==> config.mk <==
export PLATFORM = sky130hd
export DESIGN_NAME = dmem_port_arbiter_flat
export DESIGN_NICKNAME = d
export VERILOG_FILES = /design/src/rtl/dmem_port_arbiter_pkg.sv /design/src/rtl/dmem_port_if.sv /design/src/rtl/dmem_req_mux.sv /design/src/rtl/dmem_port_arbiter.sv /design/src/flat_wrapper.sv
export SDC_FILE = /design/constraint.sdc
export NUM_CORES = 1
export LEC_CHECK = 0
export BUFFER_PORTS_ARGS = -buffer_cell sky130_fd_sc_hd__clkbuf_2
export CORE_AREA = 3 3 118 120
export CTS_CLUSTER_DIAMETER = 30
export CTS_CLUSTER_SIZE = 20
export DETAILED_ROUTE_END_ITERATION = 12
export DIE_AREA = 0 0 121 123
export SYNTH_ARGS = -nofsm -noshare
export SYNTH_HDL_FRONTEND = slang
export SYNTH_SLANG_ARGS = --single-unit
export TNS_END_PERCENT = 50
==> constraint.sdc <==
create_clock -name i_clk -period 4.65 [get_ports i_clk]
set_input_delay 0.93 -clock i_clk [delete_from_list [all_inputs] [get_ports i_clk]]
set_output_delay 0.93 -clock i_clk [all_outputs]
set_load 0.02 [all_outputs]
==> src/rtl/dmem_port_arbiter_pkg.sv <==
// Shared owner encoding and default bus widths for the data-memory port arbiter.
// Widths match the core data port and the cached-memory user port.
package dmem_port_arbiter_pkg;

    localparam int ADDR_W = 32;
    localparam int DATA_W = 32;
    localparam int WE_W   = 4;

    typedef enum logic [1:0] {
        OWNER_NONE = 2'd0,
        OWNER_A    = 2'd1,
        OWNER_B    = 2'd2
    } owner_e;

endpackage

==> src/rtl/dmem_port_if.sv <==
// One memory-style request port: requester drives ren/wen/addr/wdata and holds them
// until an edge with stall low; rdata is valid in that completing cycle.
interface dmem_port_if #(
    parameter int ADDR_W = dmem_port_arbiter_pkg::ADDR_W,
    parameter int DATA_W = dmem_port_arbiter_pkg::DATA_W,
    parameter int WE_W   = dmem_port_arbiter_pkg::WE_W
);
    logic              ren;
    logic [WE_W-1:0]   wen;
    logic [ADDR_W-1:0] addr;
    logic [DATA_W-1:0] wdata;
    logic [DATA_W-1:0] rdata;
    logic              stall;

    modport master (output ren, wen, addr, wdata, input rdata, stall);
    modport slave  (input ren, wen, addr, wdata, output rdata, stall);
endinterface

==> src/rtl/dmem_req_mux.sv <==
// Combinational 2:1 request mux onto the memory port; zero latency.
// No selection drives an all-zero idle request.
module dmem_req_mux #(
    parameter int ADDR_W = dmem_port_arbiter_pkg::ADDR_W,
    parameter int DATA_W = dmem_port_arbiter_pkg::DATA_W,
    parameter int WE_W   = dmem_port_arbiter_pkg::WE_W
) (
    input  dmem_port_arbiter_pkg::owner_e i_sel,
    input  logic              i_a_ren,
    input  logic [WE_W-1:0]   i_a_wen,
    input  logic [ADDR_W-1:0] i_a_addr,
    input  logic [DATA_W-1:0] i_a_data,
    input  logic              i_b_ren,
    input  logic [WE_W-1:0]   i_b_wen,
    input  logic [ADDR_W-1:0] i_b_addr,
    input  logic [DATA_W-1:0] i_b_data,
    output logic              o_m_ren,
    output logic [WE_W-1:0]   o_m_wen,
    output logic [ADDR_W-1:0] o_m_addr,
    output logic [DATA_W-1:0] o_m_data
);
    import dmem_port_arbiter_pkg::*;

    always_comb begin
        o_m_ren  = 1'b0;
        o_m_wen  = '0;
        o_m_addr = '0;
        o_m_data = '0;
        case (i_sel)
            OWNER_A: begin
                o_m_ren  = i_a_ren;
                o_m_wen  = i_a_wen;
                o_m_addr = i_a_addr;
                o_m_data = i_a_data;
            end
            OWNER_B: begin
                o_m_ren  = i_b_ren;
                o_m_wen  = i_b_wen;
                o_m_addr = i_b_addr;
                o_m_data = i_b_data;
            end
            default: ;
        endcase
    end

endmodule

==> src/rtl/dmem_port_arbiter.sv <==
// Two-requester arbiter for the cached data memory: A has priority, B wins after B_WAIT_MAX
// waiting cycles; zero-latency grant, grant locked while memory stalls, A masked until init done.
module dmem_port_arbiter #(
    parameter int ADDR_W     = dmem_port_arbiter_pkg::ADDR_W,
    parameter int DATA_W     = dmem_port_arbiter_pkg::DATA_W,
    parameter int WE_W       = dmem_port_arbiter_pkg::WE_W,
    parameter int B_WAIT_MAX = 8
) (
    input  logic        i_clk,
    input  logic        i_rst,
    input  logic        i_init_done,
    dmem_port_if.slave  a_if,
    dmem_port_if.slave  b_if,
    dmem_port_if.master m_if,
    output logic [1:0]  o_owner
);
    import dmem_port_arbiter_pkg::*;

    owner_e     r_owner;
    owner_e     w_owner_nxt;
    owner_e     w_sel;
    logic [7:0] r_b_wait;
    logic [7:0] w_b_wait_nxt;
    logic       w_a_req;
    logic       w_b_req;
    logic       w_a_req_eff;
    logic       w_b_starved;
    logic       w_b_done;

    assign w_a_req     = a_if.ren | (|a_if.wen);
    assign w_b_req     = b_if.ren | (|b_if.wen);
    assign w_a_req_eff = w_a_req & i_init_done;
    assign w_b_starved = int'(r_b_wait) >= B_WAIT_MAX;

    always_ff @(posedge i_clk or posedge i_rst) begin
        if (i_rst) begin
            r_owner <= OWNER_NONE;
        end else begin
            r_owner <= w_owner_nxt;
        end
    end

    // Lock only while the memory stalls; any completion frees the port for the next cycle.
    always_comb begin
        w_owner_nxt = OWNER_NONE;
        if ((w_sel != OWNER_NONE) && m_if.stall) begin
            w_owner_nxt = w_sel;
        end
    end

    // Reset forces the idle selection so the memory sees nothing while rst is high.
    always_comb begin
        w_sel = OWNER_NONE;
        if (i_rst) begin
            w_sel = OWNER_NONE;
        end else if (r_owner != OWNER_NONE) begin
            w_sel = r_owner;
        end else if (w_b_req && (w_b_starved || !w_a_req_eff)) begin
            w_sel = OWNER_B;
        end else if (w_a_req_eff) begin
            w_sel = OWNER_A;
        end
    end

    assign a_if.stall = w_a_req & ~((w_sel == OWNER_A) & ~m_if.stall);
    assign b_if.stall = w_b_req & ~((w_sel == OWNER_B) & ~m_if.stall);
    assign a_if.rdata = m_if.rdata;
    assign b_if.rdata = m_if.rdata;
    assign o_owner    = r_owner;

    assign w_b_done = (w_sel == OWNER_B) & ~m_if.stall;

    // B stalled behind its own locked transaction neither ages nor clears.
    always_comb begin
        w_b_wait_nxt = r_b_wait;
        if (!w_b_req || w_b_done) begin
            w_b_wait_nxt = 8'd0;
        end else if ((w_sel != OWNER_B) && (r_b_wait != 8'hFF)) begin
            w_b_wait_nxt = r_b_wait + 8'd1;
        end
    end

    always_ff @(posedge i_clk or posedge i_rst) begin
        if (i_rst) begin
            r_b_wait <= 8'd0;
        end else begin
            r_b_wait <= w_b_wait_nxt;
        end
    end

    dmem_req_mux #(
        .ADDR_W (ADDR_W),
        .DATA_W (DATA_W),
        .WE_W   (WE_W)
    ) u_req_mux (
        .i_sel    (w_sel),
        .i_a_ren  (a_if.ren),
        .i_a_wen  (a_if.wen),
        .i_a_addr (a_if.addr),
        .i_a_data (a_if.wdata),
        .i_b_ren  (b_if.ren),
        .i_b_wen  (b_if.wen),
        .i_b_addr (b_if.addr),
        .i_b_data (b_if.wdata),
        .o_m_ren  (m_if.ren),
        .o_m_wen  (m_if.wen),
        .o_m_addr (m_if.addr),
        .o_m_data (m_if.wdata)
    );

endmodule

==> src/flat_wrapper.sv <==
// flat-port wrapper written by rule: the top's interface ports become plain ports
module dmem_port_arbiter_flat import dmem_port_arbiter_pkg::*;
#(
    parameter int ADDR_W     = dmem_port_arbiter_pkg::ADDR_W,
    parameter int DATA_W     = dmem_port_arbiter_pkg::DATA_W,
    parameter int WE_W       = dmem_port_arbiter_pkg::WE_W,
    parameter int B_WAIT_MAX = 8
)
  (i_clk, i_rst, i_init_done, o_owner, a_if_ren, a_if_wen, a_if_addr, a_if_wdata, a_if_rdata, a_if_stall, b_if_ren, b_if_wen, b_if_addr, b_if_wdata, b_if_rdata, b_if_stall, m_if_ren, m_if_wen, m_if_addr, m_if_wdata, m_if_rdata, m_if_stall);
  dmem_port_if #(.ADDR_W(ADDR_W), .DATA_W(DATA_W), .WE_W(WE_W)) a_if_i ();
  dmem_port_if #(.ADDR_W(ADDR_W), .DATA_W(DATA_W), .WE_W(WE_W)) b_if_i ();
  dmem_port_if #(.ADDR_W(ADDR_W), .DATA_W(DATA_W), .WE_W(WE_W)) m_if_i ();
  input  logic i_clk;
  input  logic i_rst;
  input  logic i_init_done;
  output logic [1:0] o_owner;
  input wire logic [$bits(a_if_i.ren)-1:0] a_if_ren;
  input wire logic [$bits(a_if_i.wen)-1:0] a_if_wen;
  input wire logic [$bits(a_if_i.addr)-1:0] a_if_addr;
  input wire logic [$bits(a_if_i.wdata)-1:0] a_if_wdata;
  output wire logic [$bits(a_if_i.rdata)-1:0] a_if_rdata;
  output wire logic [$bits(a_if_i.stall)-1:0] a_if_stall;
  input wire logic [$bits(b_if_i.ren)-1:0] b_if_ren;
  input wire logic [$bits(b_if_i.wen)-1:0] b_if_wen;
  input wire logic [$bits(b_if_i.addr)-1:0] b_if_addr;
  input wire logic [$bits(b_if_i.wdata)-1:0] b_if_wdata;
  output wire logic [$bits(b_if_i.rdata)-1:0] b_if_rdata;
  output wire logic [$bits(b_if_i.stall)-1:0] b_if_stall;
  output wire logic [$bits(m_if_i.ren)-1:0] m_if_ren;
  output wire logic [$bits(m_if_i.wen)-1:0] m_if_wen;
  output wire logic [$bits(m_if_i.addr)-1:0] m_if_addr;
  output wire logic [$bits(m_if_i.wdata)-1:0] m_if_wdata;
  input wire logic [$bits(m_if_i.rdata)-1:0] m_if_rdata;
  input wire logic [$bits(m_if_i.stall)-1:0] m_if_stall;
  assign a_if_i.ren = a_if_ren;
  assign a_if_i.wen = a_if_wen;
  assign a_if_i.addr = a_if_addr;
  assign a_if_i.wdata = a_if_wdata;
  assign a_if_rdata = a_if_i.rdata;
  assign a_if_stall = a_if_i.stall;
  assign b_if_i.ren = b_if_ren;
  assign b_if_i.wen = b_if_wen;
  assign b_if_i.addr = b_if_addr;
  assign b_if_i.wdata = b_if_wdata;
  assign b_if_rdata = b_if_i.rdata;
  assign b_if_stall = b_if_i.stall;
  assign m_if_ren = m_if_i.ren;
  assign m_if_wen = m_if_i.wen;
  assign m_if_addr = m_if_i.addr;
  assign m_if_wdata = m_if_i.wdata;
  assign m_if_i.rdata = m_if_rdata;
  assign m_if_i.stall = m_if_stall;
  dmem_port_arbiter #(.ADDR_W(ADDR_W), .DATA_W(DATA_W), .WE_W(WE_W), .B_WAIT_MAX(B_WAIT_MAX)) u_core (.i_clk(i_clk), .i_rst(i_rst), .i_init_done(i_init_done), .a_if(a_if_i), .b_if(b_if_i), .m_if(m_if_i), .o_owner(o_owner));
endmodule
### After elaboration in Yosys (flattened, before gate mapping)

Cells that the tools add are included.

* register bits: 10
* output and inout port bits: 137

* multiplexer cells: 11
* add/subtract/negate cells: 1
* $lt $le $gt $ge: 1
* reductions and logical operators: 12
* eq/ne operators: 4
* bitwise gates (word level): 10

Operators by type and width (number)
* one-hot mux 32 bit (2 select lines): 2
* 2-to-1 mux 8 bit: 2
* adder 8 x 1 -> 8 bit (second input constant): 1
* >= comparator 8 x 4 -> 1 bit (second input constant): 1
* 2-to-1 mux 2 bit: 4
* inequality test 8 bit (second input constant): 1
* one-hot mux 4 bit (2 select lines): 1
* OR reduction 4 bit: 2
* nonzero test 2 bit: 3
* AND 1 bit: 5
* logical AND 1 bit: 3
* NOT 1 bit: 3
* equality test 2 x 1 -> 1 bit (second input constant): 1
* equality test 2 bit (second input constant): 1
* zero test 1 bit: 2
* logical OR 1 bit: 2
* inequality test 2 bit (second input constant): 1
* OR 1 bit: 2
* one-hot mux 1 bit (2 select lines): 1
* 2-to-1 mux 1 bit: 1

### Depth between registers and ports, before layout

* depth after elaboration: 13
* mapped depth: 10

### Modules after synthesis

A second synthesis with hierarchy kept.

* cell total of the unflattened synthesis: 307
* area, all modules: 2158.3 µm²

By module, submodules not included
* dmem_port_arbiter: cells each 141, times used 1, area each 1142.3 µm²
* dmem_req_mux: cells each 166, times used 1, area each 1016.0 µm²

### Worst setup path after synthesis

Ideal clock, no wire load.

* path type: input to output
* start: input port a_if_wen[1]
* end: output port m_if_wdata[21]
* arrival time: 3.073 ns
* path buffers: 3
* slack: 0.647 ns
* stages: 9
* cells stage by stage: or4_4 -> or2_1 -> nand4_2 -> a31oi_1 -> ha_1 -> clkbuf_1 -> clkbuf_1 -> clkbuf_1 -> nor2_1

* longest elaborated chain between the ends: 11
* elaborated cells between the ends (all ways): 13
* classes of those cells: 2 x eq/ne; 5 x mux; 2 x bitwise; 4 x reduce/logical

RTL lines
* start, declared: line flat_wrapper.sv:18 `input wire logic [$bits(a_if_i.wen)-1:0] a_if_wen;`
* OR reduction 4 bit (*): line dmem_port_arbiter.sv:30 `assign w_a_req = a_if.ren | (|a_if.wen);`
* OR 1 bit (*): line dmem_port_arbiter.sv:30
* AND 1 bit (*): line dmem_port_arbiter.sv:32 `assign w_a_req_eff = w_a_req & i_init_done;`
* zero test 1 bit: line dmem_port_arbiter.sv:58 `end else if (w_b_req && (w_b_starved || !w_a_req_eff)) begin`
* logical OR 1 bit: line dmem_port_arbiter.sv:58
* logical AND 1 bit: line dmem_port_arbiter.sv:58
* 2-to-1 mux 2 bit (*): line dmem_port_arbiter.sv:58
* 2-to-1 mux 2 bit (*): line dmem_port_arbiter.sv:56 `end else if (r_owner != OWNER_NONE) begin`
* 2-to-1 mux 2 bit (*): line dmem_port_arbiter.sv:54 `if (i_rst) begin`
* equality test 2 bit or equality test 2 x 1 -> 1 bit (tied branches): line dmem_req_mux.sv:29 `case (i_sel)`
* one-hot mux 32 bit (2 select lines) (*): line dmem_req_mux.sv:29
* end, declared: line flat_wrapper.sv:32 `output wire logic [$bits(m_if_i.wdata)-1:0] m_if_wdata;`

Mark *: on every way between the ends. The rest lies on a longest branch, timed or not.

### Worst setup path in the final report

* start: input port b_if_wen[0]
* end: output port m_if_addr[17]

* longest elaborated chain between the ends: 8
* elaborated cells between the ends (all ways): 9
* classes of those cells: 2 x eq/ne; 4 x mux; 1 x bitwise; 2 x reduce/logical

RTL lines
* start, declared: line flat_wrapper.sv:24 `input wire logic [$bits(b_if_i.wen)-1:0] b_if_wen;`
* OR reduction 4 bit (*): line dmem_port_arbiter.sv:31 `assign w_b_req = b_if.ren | (|b_if.wen);`
* OR 1 bit (*): line dmem_port_arbiter.sv:31
* logical AND 1 bit (*): line dmem_port_arbiter.sv:58
* 2-to-1 mux 2 bit (*): line dmem_port_arbiter.sv:58
* 2-to-1 mux 2 bit (*): line dmem_port_arbiter.sv:56
* 2-to-1 mux 2 bit (*): line dmem_port_arbiter.sv:54
* equality test 2 bit or equality test 2 x 1 -> 1 bit (tied branches): line dmem_req_mux.sv:29
* one-hot mux 32 bit (2 select lines) (*): line dmem_req_mux.sv:29
* end, declared: line flat_wrapper.sv:31 `output wire logic [$bits(m_if_i.addr)-1:0] m_if_addr;`

Marked as above.

==> metrics.md <==
| Metric | Value |
|---|---|
| Root Buffer | clkbuf_16 |
| Worst setup EP type | output port |
| Cts repair resizes | 0 |
| TritonCTS clock tree | built |
| Drc violations | 0 |
| Pins Over Slew Limit | 0 |
| Skew-Pair Late Insertion Delay | 0.23 ns |
| Status | finished, final reports clean |
| Fin area | 2910 µm² |
| 1st-pass router iterations | 4 |
| Global Route met3 Usage | 3.57% |
| Hpwl dp | 7490 µm |
| Path type of the worst setup path | in -> out |
| PwrDens | 418 nW/µm² |
| Gr ovfl total | 0 |
| EDFF count, synth | 0 |
| FMAX | 0.243 GHz |
| I/O Buffers | 214 |
| Worst slew margin | 59.0% |
| Post-CTS Setup Inserts | 0 |
| Worst Setup SP | b_if_wen[0] |
| Synth Register Bits | 10 |
| Crit path capture | m_if_addr[17] |
| Worst-path maximum fanout | 40 |
| Post-synthesis sequential area ratio | 12.4% |
| CTS Hold Buffers Added | 0 |
| ANT nets after route | 0 |
| Least-Margin Pin Slew | 0.615 ns |
| Placed Cells | 610 |
| Max clock buf depth | 2 |
| Setup violations, final | 0 |
| Final net count | 618 |
| Sink Count | 10 |
| Fill cell count | 1472 |
| Wirelength per Cell | 14.5 µm |
| Fin crit period | 4.12 ns |
| Hold_ws | 0.589 ns |
| Cell Count, Final, Fillers Out | 613 |
| Final WL | 8910 µm |
| Crit start category | input port |
| Overall power | 1.22 mW |
| Num CTS Buffers | 3 |
| Vias post-DR | 2582 |
| Antenna violations before repair | 0 |
| Row count | 42 |
| Fraction of registers with async set/reset | 100% |
| # Max-Cap Violations | 0 |
| Post-DR vias/cell | 4.21 |
| Avg Synthesized Cell Area | 6.73 µm² |
| Post-Route Utilization | 22.3% |
| Die width | 121 µm |
| Largest net degree at the start of global routing | 45 |
| Final Hold Viols | 0 |
| Reg-to-Reg Start | u_core.r_b_wait[3] |
| Reg2Reg Depth | 10 |
| CP required | 3.72 ns |
| Final Cycle Share | 88.6% |
| Most common cell in the netlist | nor2_1 |
| Final WS setup | 0.530 ns |
| Synth top cells by count | nor2_1 (79), a22oi_1 (70), buf_4 (64), clkbuf_1 (16), dfrtp_1 (10) |
| Worst Hold Class | reg -> reg |
| Ports | 311 |
| Tot GR Track Use | 10.2% |
| Initial Utilization | 15.5% |
| Cell Area, Placed | 2840 µm² |
| Die Ht | 123 µm |
| VDD IR max | 0.169 mV |
| Initial DRC count | 129 |
| Met1 Track Usage GR | 12.9% |
| Sum of negative setup slack | 0 ns |
| Leak | 1.50 nW |
| Worst R2R End | u_core.r_b_wait[7] |
| Synth unique cells | 37 |
| Area Overhead vs Synth | 43.8% |
| Sequential cell area | 250 µm² |
| GPL Wtd Cong | 0.792 |
| Share of cells above drive strength 1 | 53.1% |
| Top cells by area, synth | a22oi_1 (26%), buf_4 (24%), nor2_1 (15%), dfrtp_1 (12%), ha_1 (3.1%) |
| Core Area | 13100 µm² |
| Die area | 14900 µm² |
| Synth Warn # | 0 |
| Crit path arrival time | 3.19 ns |
| Worst slack at placement | 0.487 ns |
| Post-synth top area cell | a22oi_1 |
| Layer with the highest usage | met2 |
| Ant diodes | 0 |
| Area of the multi-input gates | 1170 µm² |
| Synth top area share | 26.0% |
| Syn nets | 480 |
| Post-Syn Area | 2020 µm² |
| Number of H-tree levels | 1 |
| First-pass GRT wire length | 12000 µm |
| Met2 Use GR | 17.1% |
| Vias in the first global route | 2240 |
| Mapped Cells | 301 |
| RSZ-0062 raised after global routing | no |
| FF-to-FF setup slack | 1.90 ns |
| Main synth FF type | dfrtp_1 |
| Clock Skews | 0.00128 ns |
| CTS clk-pin slew, worst paths | 0.04 ns |
## layer usage
metal	vias to the layer above	routed length, µm
met4	0	58
met3	8	1040
met5	-	0
met2	179	4250
li1	1273	-
met1	1122	3560
## worst min-delay path by stage
stage | slack [ns] | depth (start not counted) | from | endpoint
global route | 0.63 | 2 | u_core.r_b_wait[7] | u_core.r_b_wait[7]
detailed placement | 0.59 | 2 | u_core.r_b_wait[1] | u_core.r_b_wait[1]
finish | 0.59 | 2 | u_core.r_b_wait[1] | u_core.r_b_wait[1]
global placement | 0.58 | 2 | u_core.r_b_wait[1] | u_core.r_b_wait[1]
floorplan | 0.54 | 2 | u_core.r_b_wait[1] | u_core.r_b_wait[1]
CTS | 0.60 | 2 | u_core.r_b_wait[7] | u_core.r_b_wait[7]
## kinds of logic (layout without fill, tap and decap cells)
kind of cell / after synthesis / count (layout) / synth area share [%]
XOR/XNOR: 2 / 2 / 0.865
buffers and inverters: 96 / 232 / 29.9
AO/OA/AOI/OAI: 88 / 88 / 32.4
flip-flops: 10 / 10 / 12.4
AND/OR/NAND/NOR: 99 / 99 / 21.0
adder cells (fa/ha/maj): 5 / 5 / 3.09
multiplexers: 1 / 1 / 0.494
## flip-flops by register name (all words and copies together) (netlist names)
name and count:
u_core.r_b_wait 8, u_core.o_owner 2
## power breakdown
part	total [mW]	switching, mW	internal [mW]
clock	0.147	0.0361	0.111
sequential	0.138	0.0274	0.111
combinational	0.931	0.596	0.335
total	1.22	0.659	0.557
## cell type report
cell class	count	share of cell area, %
clock buffer	3	2.58
sequential	10	8.59
multi-input combinational	195	40.4
tap	176	7.56
timing repair buffer	221	39.9
inverter	8	1.03
## critical path: stages
cell,delay (ns)
clkbuf_2,0.09
nor3_1,0.31
a22oi_1,0.15
o32ai_2,0.34
ha_2,0.64
buf_12,0.28
a22oi_1,0.09
nor2_1,0.12
clkbuf_2,0.19
## cell usage in the layout (no fill, tap or decap), types with 2 or more instances in the layout
master     Yosys  routed
nand4_1        2       2
buf_12         0       3
inv_1          6       6
nor2_1        79      79
dfrtp_1       10      10
nand3_1        2       2
o31ai_1        2       2
ha_1           5       3
o21ai_0        2       2
a21oi_1        4       4
clkbuf_16      0       3
or4_1          2       2
clkbuf_2       0     214
nand2_1        3       3
a21boi_0       2       2
ha_2           0       2
nor3_1         4       4
buf_4         64       4
inv_2          2       2
a22oi_1       70      70
(Power assumes the default switching activity.)
